[src/rtl/laa_pkg.sv]
// laa_pkg: shared opcode, decode constants, command and FSM state types for the LAA sequencer
package laa_pkg;
   typedef enum logic [1:0] {
      LAA_NONE     = 2'd0,
      LAA_READ     = 2'd1,
      LAA_WRITE    = 2'd2,
      LAA_MULTIPLY = 2'd3
   } laa_opcode_e;
   localparam logic [6:0] LAA_CUSTOM_OPC = 7'b0001011;
   localparam logic [4:0] LAA_F_WRITE = 5'b00010;
   localparam logic [4:0] LAA_F_READ  = 5'b00001;
   localparam logic [4:0] LAA_F_MUL   = 5'b00011;
   typedef struct packed {
      laa_opcode_e op;
      logic [4:0]  laa_reg;
      logic [4:0]  core_rd;
      logic [31:0] data;
   } laa_cmd_t;
   typedef logic [2:0] laa_seq_state_t;
   localparam laa_seq_state_t S_IDLE      = 3'd0;
   localparam laa_seq_state_t S_ISSUE_WR  = 3'd1;
   localparam laa_seq_state_t S_ISSUE_RD  = 3'd2;
   localparam laa_seq_state_t S_CAP_RD    = 3'd3;
   localparam laa_seq_state_t S_ISSUE_MUL = 3'd4;
   localparam laa_seq_state_t S_POLL_RD   = 3'd5;
   localparam laa_seq_state_t S_POLL_CHK  = 3'd6;
endpackage

[src/rtl/laa_cmd_sequencer_if.sv]
// laa_cmd_sequencer_if: core instruction, LAA bus and writeback signals of the sequencer
interface laa_cmd_sequencer_if;
   import laa_pkg::*;
   logic        ins_valid;
   logic [31:0] ins;
   logic [31:0] rs1_data;
   logic        ins_ready;
   logic        stall;
   logic        busy;
   laa_opcode_e laa_opcode;
   logic [4:0]  laa_addr;
   logic [31:0] laa_data_in;
   logic [31:0] laa_data_out;
   logic        wb_valid;
   logic [4:0]  wb_rd;
   logic [31:0] wb_data;
   logic        err_illegal;
   logic        err_timeout;
   modport slave (
      input  ins_valid, ins, rs1_data, laa_data_out,
      output ins_ready, stall, busy, laa_opcode, laa_addr, laa_data_in,
             wb_valid, wb_rd, wb_data, err_illegal, err_timeout
   );
   modport master (
      output ins_valid, ins, rs1_data, laa_data_out,
      input  ins_ready, stall, busy, laa_opcode, laa_addr, laa_data_in,
             wb_valid, wb_rd, wb_data, err_illegal, err_timeout
   );
endinterface

[src/rtl/laa_cmd_fifo.sv]
// laa_cmd_fifo: in-order command FIFO; caller never pushes when full nor pops when empty
module laa_cmd_fifo
   import laa_pkg::*;
#(
   parameter int DEPTH = 4
) (
   input  logic     clk,
   input  logic     rst,
   input  logic     push,
   input  logic     pop,
   input  laa_cmd_t din,
   output laa_cmd_t dout,
   output logic     full,
   output logic     empty
);
   localparam int AW = $clog2(DEPTH);
   laa_cmd_t mem [DEPTH];
   logic [AW:0] wp, rp;
   assign empty = wp == rp;
   assign full  = wp == {~rp[AW], rp[AW-1:0]};
   assign dout  = mem[rp[AW-1:0]];
   always_ff @(posedge clk) begin
      if (push) mem[wp[AW-1:0]] <= din;
   end
   always_ff @(posedge clk or posedge rst) begin
      if (rst) begin
         wp <= '0;
         rp <= '0;
      end else begin
         if (push) wp <= wp + (AW+1)'(1);
         if (pop) rp <= rp + (AW+1)'(1);
      end
   end
endmodule

[src/rtl/laa_cmd_sequencer.sv]
// laa_cmd_sequencer: decodes LAA instructions into a FIFO and issues them in order on the LAA bus
module laa_cmd_sequencer
   import laa_pkg::*;
#(
   parameter int         FIFO_DEPTH   = 4,
   parameter int         POLL_TIMEOUT = 1024,
   parameter logic [4:0] DONE_REG     = 5'd31
) (
   input logic clk,
   input logic Rst,
   laa_cmd_sequencer_if.slave bus
);
   localparam int CW = $clog2(POLL_TIMEOUT + 1);
   laa_seq_state_t state;
   laa_cmd_t       cur, head, dec;
   logic [CW-1:0]  cnt;
   logic [4:0]     funct;
   logic           full, empty, legal, accept, push, pop, unused_ins;
   assign funct      = bus.ins[11:7];
   assign unused_ins = ^bus.ins[21:12];
   assign legal      = bus.ins[6:0] == LAA_CUSTOM_OPC &&
                       (funct == LAA_F_WRITE || funct == LAA_F_READ || funct == LAA_F_MUL);
   assign bus.ins_ready = !full && !Rst;
   assign bus.stall     = bus.ins_valid && !bus.ins_ready && !Rst;
   assign accept        = bus.ins_valid && bus.ins_ready;
   assign push          = accept && legal;
   assign pop           = state == S_IDLE && !empty;
   assign bus.busy      = !empty || state != S_IDLE;
   always_comb begin
      dec.op      = funct == LAA_F_WRITE ? LAA_WRITE : funct == LAA_F_READ ? LAA_READ : LAA_MULTIPLY;
      dec.laa_reg = funct == LAA_F_READ ? bus.ins[31:27] : bus.ins[26:22];
      dec.core_rd = bus.ins[26:22];
      dec.data    = bus.rs1_data;
   end
   laa_cmd_fifo #(.DEPTH(FIFO_DEPTH)) u_fifo (
      .clk   (clk),
      .rst   (Rst),
      .push  (push),
      .pop   (pop),
      .din   (dec),
      .dout  (head),
      .full  (full),
      .empty (empty)
   );
   // bus outputs decode straight from the state register so they are clean for one cycle
   assign bus.laa_opcode  = state == S_ISSUE_WR ? LAA_WRITE :
                            (state == S_ISSUE_RD || state == S_POLL_RD) ? LAA_READ :
                            state == S_ISSUE_MUL ? LAA_MULTIPLY : LAA_NONE;
   assign bus.laa_addr    = (state == S_ISSUE_WR || state == S_ISSUE_RD) ? cur.laa_reg :
                            state == S_POLL_RD ? DONE_REG : 5'd0;
   assign bus.laa_data_in = state == S_ISSUE_WR ? cur.data : 32'd0;
   always_ff @(posedge clk or posedge Rst) begin
      if (Rst) begin
         state           <= S_IDLE;
         cur             <= '0;
         cnt             <= '0;
         bus.wb_valid    <= 1'b0;
         bus.wb_rd       <= 5'd0;
         bus.wb_data     <= 32'd0;
         bus.err_illegal <= 1'b0;
         bus.err_timeout <= 1'b0;
      end else begin
         bus.wb_valid    <= 1'b0;
         bus.err_timeout <= 1'b0;
         bus.err_illegal <= accept && !legal;
         case (state)
            S_IDLE: begin
               if (!empty) begin
                  cur   <= head;
                  state <= head.op == LAA_WRITE ? S_ISSUE_WR : head.op == LAA_READ ? S_ISSUE_RD : S_ISSUE_MUL;
               end
            end
            S_ISSUE_WR: state <= S_IDLE;
            S_ISSUE_RD: state <= S_CAP_RD;
            S_CAP_RD: begin
               bus.wb_valid <= 1'b1;
               bus.wb_rd    <= cur.core_rd;
               bus.wb_data  <= bus.laa_data_out;
               state        <= S_IDLE;
            end
            S_ISSUE_MUL: begin
               cnt   <= '0;
               state <= S_POLL_RD;
            end
            S_POLL_RD: state <= S_POLL_CHK;
            S_POLL_CHK: begin
               if (bus.laa_data_out != 32'd0) begin
                  state <= S_IDLE;
               end else if (cnt == CW'(POLL_TIMEOUT - 1)) begin
                  bus.err_timeout <= 1'b1;
                  state           <= S_IDLE;
               end else begin
                  cnt   <= cnt + CW'(1);
                  state <= S_POLL_RD;
               end
            end
            default: state <= S_IDLE;
         endcase
      end
   end
endmodule

[src/flat_wrapper.sv]
// flat-port wrapper written by rule: the top's interface ports become plain ports
module laa_cmd_sequencer_flat import laa_pkg::*;
#(
   parameter int         FIFO_DEPTH   = 4,
   parameter int         POLL_TIMEOUT = 1024,
   parameter logic [4:0] DONE_REG     = 5'd31
)
  (clk, Rst, bus_ins_valid, bus_ins, bus_rs1_data, bus_laa_data_out, bus_ins_ready, bus_stall, bus_busy, bus_laa_opcode, bus_laa_addr, bus_laa_data_in, bus_wb_valid, bus_wb_rd, bus_wb_data, bus_err_illegal, bus_err_timeout);
  laa_cmd_sequencer_if bus_i ();
  input logic clk;
  input logic Rst;
  input wire logic [$bits(bus_i.ins_valid)-1:0] bus_ins_valid;
  input wire logic [$bits(bus_i.ins)-1:0] bus_ins;
  input wire logic [$bits(bus_i.rs1_data)-1:0] bus_rs1_data;
  input wire logic [$bits(bus_i.laa_data_out)-1:0] bus_laa_data_out;
  output wire logic [$bits(bus_i.ins_ready)-1:0] bus_ins_ready;
  output wire logic [$bits(bus_i.stall)-1:0] bus_stall;
  output wire logic [$bits(bus_i.busy)-1:0] bus_busy;
  output wire logic [$bits(bus_i.laa_opcode)-1:0] bus_laa_opcode;
  output wire logic [$bits(bus_i.laa_addr)-1:0] bus_laa_addr;
  output wire logic [$bits(bus_i.laa_data_in)-1:0] bus_laa_data_in;
  output wire logic [$bits(bus_i.wb_valid)-1:0] bus_wb_valid;
  output wire logic [$bits(bus_i.wb_rd)-1:0] bus_wb_rd;
  output wire logic [$bits(bus_i.wb_data)-1:0] bus_wb_data;
  output wire logic [$bits(bus_i.err_illegal)-1:0] bus_err_illegal;
  output wire logic [$bits(bus_i.err_timeout)-1:0] bus_err_timeout;
  assign bus_i.ins_valid = bus_ins_valid;
  assign bus_i.ins = bus_ins;
  assign bus_i.rs1_data = bus_rs1_data;
  assign bus_i.laa_data_out = bus_laa_data_out;
  assign bus_ins_ready = bus_i.ins_ready;
  assign bus_stall = bus_i.stall;
  assign bus_busy = bus_i.busy;
  assign bus_laa_opcode = bus_i.laa_opcode;
  assign bus_laa_addr = bus_i.laa_addr;
  assign bus_laa_data_in = bus_i.laa_data_in;
  assign bus_wb_valid = bus_i.wb_valid;
  assign bus_wb_rd = bus_i.wb_rd;
  assign bus_wb_data = bus_i.wb_data;
  assign bus_err_illegal = bus_i.err_illegal;
  assign bus_err_timeout = bus_i.err_timeout;
  laa_cmd_sequencer #(.FIFO_DEPTH(FIFO_DEPTH), .POLL_TIMEOUT(POLL_TIMEOUT), .DONE_REG(DONE_REG)) u_core (.clk(clk), .Rst(Rst), .bus(bus_i));
endmodule
[config.mk]
export PLATFORM = sky130hd
export DESIGN_NAME = laa_cmd_sequencer_flat
export DESIGN_NICKNAME = d
export VERILOG_FILES = /design/src/rtl/laa_pkg.sv /design/src/rtl/laa_cmd_sequencer_if.sv /design/src/rtl/laa_cmd_fifo.sv /design/src/rtl/laa_cmd_sequencer.sv /design/src/flat_wrapper.sv
export SDC_FILE = /design/constraint.sdc
export NUM_CORES = 1
export LEC_CHECK = 0
export CELL_PAD_IN_SITES_DETAIL_PLACEMENT = 0
export CELL_PAD_IN_SITES_GLOBAL_PLACEMENT = 1
export CORE_MARGIN = 2
export CORE_UTILIZATION = 45
export CTS_BUF_LIST = sky130_fd_sc_hd__clkbuf_4 sky130_fd_sc_hd__clkbuf_8 sky130_fd_sc_hd__clkbuf_16
export CTS_CLUSTER_DIAMETER = 50
export CTS_CLUSTER_SIZE = 40
export DETAILED_ROUTE_END_ITERATION = 7
export HOLD_SLACK_MARGIN = 0.1
export PLACE_DENSITY_LB_ADDON = 0.1
export SLEW_MARGIN = 20
export SYNTH_ARGS = -nofsm -noshare
export SYNTH_HDL_FRONTEND = slang
export SYNTH_SLANG_ARGS = --single-unit
[constraint.sdc]
create_clock -name clk -period 4.9 [get_ports clk]
set_input_delay 0.735 -clock clk [delete_from_list [all_inputs] [get_ports clk]]
set_output_delay 0.735 -clock clk [all_outputs]
set_load 0.005 [all_outputs]
==> impl_metrics.yaml <==
hold_path:
  holdPathEnd: "u_core.bus.wb_rd[3]"
  worstHoldPathType: "reg -> reg"
  hold_start: "u_core.cur[35]"
  hold_depth: 2
worst_setup_path:
  r2r_slack_ns: 2.21
  path_delay_family: "buffers and inverters"
  start_kind: "flip-flop"
  critical_path_buf_inv_count: 2
  required_ns: 4.16
  critical_path.max_fanout: 32
  r2r_start: "u_core.u_fifo.rp[0]"
  critPathCaptureType: "output port"
  critPathKind: "reg -> out"
  r2r_end: "u_core.u_fifo.mem[3][13]"
  slowest_stage: "dfrtp_1"
  crit_chain: "nand2b_1 > nor2_2 > buf_4 > and2_1 > clkdlybuf4s50_1"
  cp.arrival_ns: 2.80
  cpPeakStageDelay_ns: 0.67
  rr_worst_depth: 5
sta:
  worst_pin_slew_ns: 0.928
  rsz0062_at_grt: "false"
  finClkSkew_ns: 0.0115
  slew_headroom: 0.381
  max_freq_ghz: 0.283
  setup_viol: 0
  hold_viol_final: 0
  setup_slack_ns: 1.36
  slew_violations: 0
  fin_crit_ns: 3.54
  fin_crit_sh: 0.722
  setup_tns_ns: 0
synthesis:
  synth_area_leader_cell: "edfxtp_1"
  ys_warn_count: 0
  yosysUniqueCellTypes: 51
  ys_seq_elements: 278
  synthFlopType: "edfxtp_1"
  synth_commonest_cells: "edfxtp_1, dfrtp_1, mux2_2"
  postSynthAreaPerCell_um2: 17.5
  synth_seq_area_share: 0.704
  post-synth-top-count-cell: "edfxtp_1"
  syn_nets: 743
  synth_edf_count: 176
  synth_async_sr_flop_share: 0.367
  yosysTopAreaCellShare: 0.475
  synth_area_mm2: 0.0111
  postSynthCellCount: 636
  synth_area_leaders: "edfxtp_1, dfrtp_1, mux4_2"
grt:
  grt_pass1_wl_mm: 36.4
  grt-ovfl-total: 0
  antenna_found_initial: 1
  grt_max_degree: 64
  grt_use_total: 0.180
  grt_pass1_vias: 6589
cts:
  root_buffer: "clkbuf_16"
  cts_resized: 0
  clk_path_buf_depth: 3
  cts_tree: "built"
  clk_pin_slew_ns: 0.07
  cts.htree.levels: 1
  clk_latency_ns: 0.53
  cts_setup_buffers: 0
  hold_buffers: 0
  numCtsBuffers: 29
  cts_sinks: 278
placement:
  dp_hpwl_mm: 14.2
  gp_congestion: 0.828
  place_ws_ns: 1.24
  portBuffers: 170
die:
  fp.dieW_um: 161
  core_mm2: 0.0243
  initial_utilization: 0.458
  die_h_um: 161
  top_level_ports: 181
  dieArea_mm2: 0.0260
  row_count: 57
final_layout:
  drive_above_1_share: 0.234
  areaGrowthSynthToFinish_pct: 28.1
  fin_util: 0.586
  num-nets-final: 926
  multi_input_area_mm2: 0.00312
  num-fill-cells: 1878
  seq_area_mm2: 0.00784
drt:
  dr.pass1.iters: 4
  drt_wl_total_mm: 23.0
  drt_iter0_markers: 441
  vias_per_cell: 5.28
  drcViolationCount: 0
  dr_total_vias: 6162
  wl_per_cell_um: 19.7
  final_antenna_net_count: 0
power_and_ir_drop:
  leakagePower_nw: 5.13
  ir_drop_uv: 349
  p_per_area_mw_per_mm2: 533
outcome:
  status: "finished clean"
flow_run:
  cap_viol_max_count: 0
## metrics by stage
| step | hold WS, ns | instance area [um2] | power, W | instances |
|---|---|---|---|---|
| CTS | 0.452 | 14300 | 0.00771 | 1165 |
| detailed placement | 0.451 | 13200 | 0.00540 | 1112 |
| finish | 0.453 | 14300 | 0.00760 | 1166 |
| floorplan | 0.435 | 11100 | 0.00445 | 636 |
| global route | 0.491 | 14300 | 0.00800 | 1165 |
| global placement | 0.452 | 13200 | 0.00535 | 1112 |
## state kept, by name, indices dropped and copies added (netlist names), 3 cells and up
register,cells
u_core.bus.wb_rd,5
u_core.cur,42
u_core.u_fifo.wp,3
u_core.cnt,11
u_core.u_fifo.mem,176
u_core.u_fifo.rp,3
u_core.state,3
u_core.bus.wb_data,32
## layout by cell type, fill, tap and decap left out, types with 3 or more instances in the layout
cell	Yosys	final
edfxtp_1	176	176
clkdlybuf4s50_1	0	170
dfrtp_1	102	100
mux2_2	76	76
nand2_1	46	46
mux4_2	44	44
and2_1	37	33
clkbuf_16	0	29
nor4_1	10	10
nand3_1	10	10
nor2_1	10	9
nor3_1	9	9
ha_1	8	8
inv_6	0	7
buf_4	1	7
inv_1	7	6
a21oi_1	6	6
nand2b_1	5	5
and3_1	5	5
o21ai_0	5	5
xor2_1	4	4
mux2_1	4	4
nand3b_1	4	4
o211ai_1	4	4
and2_2	0	4
buf_12	0	4
xnor2_1	3	3
o311ai_0	3	3
bufinv_16	0	3
inv_8	0	3
clkinv_4	0	3
## worst min-delay path: stages (launching register included)
cell     delay (ns)
dfrtp_1        0.34
nand2_1        0.05
nand2_1        0.05
## power breakdown
| group | switching [W] | internal (W) | total, W |
|---|---|---|---|
| Sequential | 0.000241 | 0.00288 | 0.00312 |
| Combinational | 0.000861 | 0.00132 | 0.00219 |
| Clock | 0.000969 | 0.00132 | 0.00229 |
| Total | 0.00207 | 0.00553 | 0.00760 |
## final cells by class
class | instances | area share
clock buffer | 32 | 0.0534
multi-input combinational | 322 | 0.219
antenna | 1 | 0.000176
timing repair buffer | 181 | 0.129
tap | 324 | 0.0284
sequential | 278 | 0.550
inverter | 7 | 0.00211
clock inverter | 21 | 0.0182
## how the worst max path moves through the flow
stage,from,to,slack [ns],depth (start not counted)
floorplan,Rst,u_core.u_fifo.mem[3][0],0.91,4
global placement,bus_ins[11],u_core.u_fifo.mem[3][6],1.32,6
detailed placement,bus_ins[11],u_core.u_fifo.mem[3][6],1.24,6
CTS,u_core.state[1],bus_laa_data_in[20],1.33,5
global route,u_core.state[1],bus_laa_data_in[24],1.18,5
finish,u_core.state[1],bus_laa_data_in[24],1.36,5
## metal layers
metal,vias to the layer above,global-route usage,wire [um]
li1,2826,-,-
met1,3157,0.236,9940
met2,154,0.313,11500
met3,25,0.0367,1260
met4,0,0.0394,288
met5,-,0,0
## cell families after synthesis
| family | count (synthesis) | synth area share |
|---|---|---|
| compound gates | 32 | 0.0204 |
| xor+xnor | 7 | 0.00551 |
| fa+ha+maj | 8 | 0.00900 |
| buf+inv | 36 | 0.0160 |
| flops | 278 | 0.704 |
| mux | 124 | 0.170 |
| simple gates | 151 | 0.0749 |
(Power assumes the default switching activity.)
